[src/rtl/data_pack_pkg.sv]
// Shared constants and helpers for the narrow/wide packing datapath.
// Used by data_packing and its companion data_unpacking so both sides
// agree on default widths and on the lane-count arithmetic.
package data_pack_pkg;

  localparam int DEFAULT_IN_WIDTH  = 16;
  localparam int DEFAULT_OUT_WIDTH = 32;

  // Ceiling log2; clog2(1) = 0, clog2(2) = 1, clog2(3) = 2.
  function automatic int clog2(input int value);
    int result;
    result = 0;
    for (int v = value - 1; v > 0; v = v >> 1) begin
      result++;
    end
    return result;
  endfunction

endpackage

[src/rtl/data_packing.sv]
// data_packing: gathers RATIO = OUT_DATA_WIDTH/IN_DATA_WIDTH narrow words,
// LSB lane first, into one wide word and emits it with a one-cycle pulse.
// A flush emits a partially filled word (unfilled lanes zero).
//
// Ports
//   clk          rising-edge clock
//   rst          synchronous active-high reset; discards any partial group
//   pack_enable  in_data is presented this cycle
//   window_en    stall gate; low freezes counter, accumulator and busy
//   flush        emit the pending partial word
//   in_data      narrow input word
//   out_data     packed word, held between pulses
//   out_valid    one-cycle pulse qualifying out_data
//   out_lanes    number of valid lanes in out_data
//   busy         at least one lane is held and not yet emitted
//
// RATIO must be an integer >= 2.
module data_packing
  import data_pack_pkg::*;
#(
  parameter int  IN_DATA_WIDTH  = DEFAULT_IN_WIDTH,
  parameter int  OUT_DATA_WIDTH = DEFAULT_OUT_WIDTH,
  localparam int RATIO          = OUT_DATA_WIDTH / IN_DATA_WIDTH,
  localparam int CW             = clog2(RATIO),
  localparam int LW             = CW + 1
) (
  input  logic                      clk,
  input  logic                      rst,
  input  logic                      pack_enable,
  input  logic                      window_en,
  input  logic                      flush,
  input  logic [IN_DATA_WIDTH-1:0]  in_data,
  output logic [OUT_DATA_WIDTH-1:0] out_data,
  output logic                      out_valid,
  output logic [LW-1:0]             out_lanes,
  output logic                      busy
);

  logic [CW-1:0]             cnt_q, cnt_d;
  logic [OUT_DATA_WIDTH-1:0] acc_q, acc_d;
  logic [OUT_DATA_WIDTH-1:0] out_data_q, out_data_d;
  logic                      out_valid_q, out_valid_d;
  logic [LW-1:0]             out_lanes_q, out_lanes_d;

  logic                      accept;
  logic [OUT_DATA_WIDTH-1:0] acc_next;
  logic [LW-1:0]             lanes_next;
  logic                      emit;

  assign accept = pack_enable & window_en;

  always_comb begin
    cnt_d       = cnt_q;
    acc_d       = acc_q;
    out_data_d  = out_data_q;
    out_lanes_d = out_lanes_q;
    out_valid_d = 1'b0;

    // Merge this cycle's word first so a coincident flush includes it.
    acc_next   = acc_q;
    lanes_next = {1'b0, cnt_q};
    for (int i = 0; i < RATIO; i++) begin
      if (accept && cnt_q == CW'(i)) begin
        acc_next[i*IN_DATA_WIDTH +: IN_DATA_WIDTH] = in_data;
      end
    end
    if (accept) begin
      lanes_next = lanes_next + LW'(1);
    end

    emit = (lanes_next == LW'(RATIO)) || (flush && lanes_next != '0);

    if (window_en) begin
      if (emit) begin
        out_data_d  = acc_next;
        out_lanes_d = lanes_next;
        out_valid_d = 1'b1;
        cnt_d       = '0;
        // Cleared so the next partial flush shows zeros in unfilled lanes.
        acc_d       = '0;
      end else begin
        cnt_d = lanes_next[CW-1:0];
        acc_d = acc_next;
      end
    end
  end

  always_ff @(posedge clk) begin
    if (rst) begin
      cnt_q       <= '0;
      acc_q       <= '0;
      out_data_q  <= '0;
      out_valid_q <= 1'b0;
      out_lanes_q <= '0;
    end else begin
      cnt_q       <= cnt_d;
      acc_q       <= acc_d;
      out_data_q  <= out_data_d;
      out_valid_q <= out_valid_d;
      out_lanes_q <= out_lanes_d;
    end
  end

  assign out_data  = out_data_q;
  assign out_valid = out_valid_q;
  assign out_lanes = out_lanes_q;
  assign busy      = (cnt_q != '0);

endmodule

[config.mk]
export PLATFORM = sky130hd
export DESIGN_NAME = data_packing
export DESIGN_NICKNAME = d
export VERILOG_FILES = /design/src/rtl/data_pack_pkg.sv /design/src/rtl/data_packing.sv
export SDC_FILE = /design/constraint.sdc
export NUM_CORES = 1
export LEC_CHECK = 0
export BUFFER_PORTS_ARGS = -buffer_cell sky130_fd_sc_hd__buf_2
export CORE_MARGIN = 1.5
export CORE_UTILIZATION = 50
export DETAILED_ROUTE_END_ITERATION = 16
export GPL_ROUTABILITY_DRIVEN = 1
export PLACE_DENSITY = 0.73
export SLEW_MARGIN = 20
export SYNTH_ARGS = -nofsm -noshare
export SYNTH_HDL_FRONTEND = slang
export SYNTH_SLANG_ARGS = --single-unit
export TNS_END_PERCENT = 50
[constraint.sdc]
create_clock -name clk -period 2.67 [get_ports clk]
set_clock_uncertainty 0.05 [all_clocks]
set_input_delay 0.267 -clock clk [delete_from_list [all_inputs] [get_ports clk]]
set_output_delay 0.267 -clock clk [all_outputs]
set_load 0.05 [all_outputs]
==> impl_metrics.yaml <==
critical_path:
  path_class: "flop to flop"
  rr_startpoint: "busy"
  r2r_end: "out_lanes[1]"
  cp_max_fo: 33
  cp_top_family: "simple AND/OR/NAND/NOR gates"
  reg2reg_slack_ns: 0.41
  worstPathRequired_ns: 2.81
  startpoint_type: "flop"
  end_kind: "flop"
  path_cells: "inv_1 -> ha_1 -> mux2_4 -> and2_2 -> o21ai_0"
  cp_slowest_stage_delay_ns: 0.77
  slowest_stage: "and2_2"
  r2r_cells: 5
  critPathArrivalTime_ns: 2.40
  crit_buf_inv: 1
drt:
  wl_per_cell_um: 16.9
  viasPerCell: 5.72
  dr_total_vias: 2156
  routed_wl_um: 6360
  firstDrtPassIters: 4
  drtAntennaViolNets: 0
  drc: 0
  drtIter0Drc: 76
placement:
  place_area_um2: 3220
  pre_cts_slack_ns: 0.346
  gp_congestion: 0.709
  dp_cells: 361
  dp_hpwl_um: 3880
  io_buffers: 56
floorplan:
  die_y_um: 79.7
  rows: 27
  io_pins: 57
  start_util: 0.527
  core_um2: 5570
  die_area_um2: 6340
  die_w_um: 79.7
grt:
  overflow: 0
  gr-usage-all-layers: 0.212
  grt_max_degree: 42
  grt_pass1_vias: 2064
  antenna_found_initial: 0
  grt_first_pass_wirelength_um: 10200
cts:
  clkLatencyLatePin_ns: 0.34
  htree_levels: 3
  hold_buffers: 0
  root_buffer: "clkbuf_8"
  cts_resized: 0
  cts_tree: "built"
  cts_setup_buffers: 0
  clkSinkCount: 68
  cts_max_path_buffers: 2
  clk_pin_slew_worst_paths_ns: 0.07
  cts_buffers: 9
sta:
  layout_min_cycle_time_ns: 2.26
  worst_pin_slew_ns: 0.953
  relSlewSlack: 0.365
  hold_violations: 0
  max_freq_ghz: 0.443
  fin_crit_sh: 0.845
  rsz0062_at_grt: "no"
  report.final.slew_viol_count: 0
  setup_slack_ns: 0.413
  fin_setup_tns_ns: 0
  finalSetupViolCount: 0
cells_and_area:
  syn_to_final_growth_pct: 16.9
  design_area_um2: 3430
  n_antenna_cell: 0
  instances_no_fill: 377
  layout-drive-gt1-share: 0.436
  multi_input_area_um2: 1420
  fillers: 470
  regArea_um2: 1360
  nets: 324
synth:
  synthCells: 248
  synth-edff-count: 0
  synthTopCellsByArea: "dfxtp_1 (46%), a211oi_2 (12%), mux2i_1 (11%)"
  yosysTopAreaCellShare: 0.463
  netlist_area_um2: 2940
  syn_nets: 272
  syn_avg_cell_area_um2: 11.8
  yosysUniqueCellTypes: 27
  ys_seq_elements: 68
  yosysTopAreaCell: "dfxtp_1"
  netlist_top_cells_count: "dfxtp_1 (68), a21oi_1 (33), mux2i_1 (33)"
  synth-seq-area-share: 0.463
  synth.most_common_cell: "dfxtp_1"
  synthFlopType: "dfxtp_1"
  ys_warn_count: 0
  async_reset_ff_frac: 0
status:
  status: "finished clean"
run:
  maxCapViolCount: 0
power:
  pwr-share-clk: 0.404
  p_comb_frac: 0.139
  swShare: 0.272
  switchingPower_mw: 0.636
  p_leak_nw: 1.32
  p_seq_frac: 0.457
  power_density_nw_per_um2: 680
  peakVddDrop_mv: 0.321
  finalPower_mw: 2.34
  p_int_mw: 1.70
worst_hold_path:
  worstHoldEndpoint: "acc_q[20]"
  hp-class: "input port to flop"
  hp-start: "in_data[4]"
  whs_path_depth: 2
## final cells by class
type,count,area share
multi-input combinational,155,0.413
sequential,68,0.397
timing repair buffer,64,0.0991
clock buffer,12,0.0423
tap,72,0.0262
clock inverter,4,0.0211
inverter,2,0.00219
## kinds of logic after synthesis
| kind of cell | after synthesis | share of synthesized area |
|---|---|---|
| DFF | 68 | 0.463 |
| AOI/OAI and AO/OA | 102 | 0.311 |
| and+or+nand+nor | 15 | 0.0354 |
| buffers and inverters | 25 | 0.0549 |
| muxes | 35 | 0.123 |
| adders and majority gates | 3 | 0.0128 |
## stage by stage
step / util / hold WS, ns
after floorplan: - / 0.342
after global placement: 0.577 / 0.397
after detailed placement: 0.577 / 0.405
after CTS: 0.616 / 0.113
after global routing: 0.616 / 0.134
final: 0.616 / 0.126
## power by group through the flow
stage	logic, mW	clock network (mW)	registers (mW)
after floorplan	0.163	0	1.18
after global placement	0.322	0	1.09
after detailed placement	0.325	0	1.09
after CTS	0.326	0.957	1.07
after global routing	0.345	0.984	1.07
final	0.325	0.943	1.07
## state kept, by name (all words and copies together), names as in the netlist
| signal | flops |
|---|---|
| out_lanes | 2 |
| out_valid | 1 |
| acc_q | 32 |
| busy | 1 |
| out_data | 32 |
## worst max-delay path by stage
| stage | startpoint | slack, ns | to | cells after the start |
|---|---|---|---|---|
| after floorplan | busy | 0.46 | acc_q[0] | 6 |
| after global placement | pack_enable | 0.41 | out_lanes[1] | 6 |
| after detailed placement | pack_enable | 0.35 | out_lanes[1] | 6 |
| after CTS | busy | 0.40 | out_lanes[1] | 5 |
| after global routing | busy | 0.30 | out_lanes[1] | 5 |
| final | busy | 0.41 | out_lanes[1] | 5 |
## routing by layer
metal  wire (um)  vias to the layer above  global-route usage  share of wire
met5           0                        -                   0              0
met4         116                        0               0.116          0.018
met3         259                       11              0.0400          0.041
met2        2940                       50               0.333           0.46
met1        3050                     1045               0.273           0.48
li1            -                     1050                   -              -
## placed cells by master (no fill, tap or decap), types with 2 or more instances in the layout
| cell type | n |
|---|---|
| o21ai_0 | 2 |
| a22o_2 | 16 |
| o31ai_4 | 2 |
| nor2_1 | 3 |
| nor3_4 | 2 |
| a21oi_1 | 33 |
| ha_1 | 3 |
| nand2_1 | 3 |
| inv_1 | 2 |
| dfxtp_1 | 68 |
| bufinv_16 | 2 |
| buf_2 | 56 |
| a211oi_1 | 3 |
| clkbuf_8 | 10 |
| a22o_1 | 15 |
| mux2_4 | 2 |
| buf_4 | 8 |
| mux2i_1 | 33 |
| clkbuf_1 | 2 |
| a211oi_2 | 29 |
(Power assumes the default switching activity.)
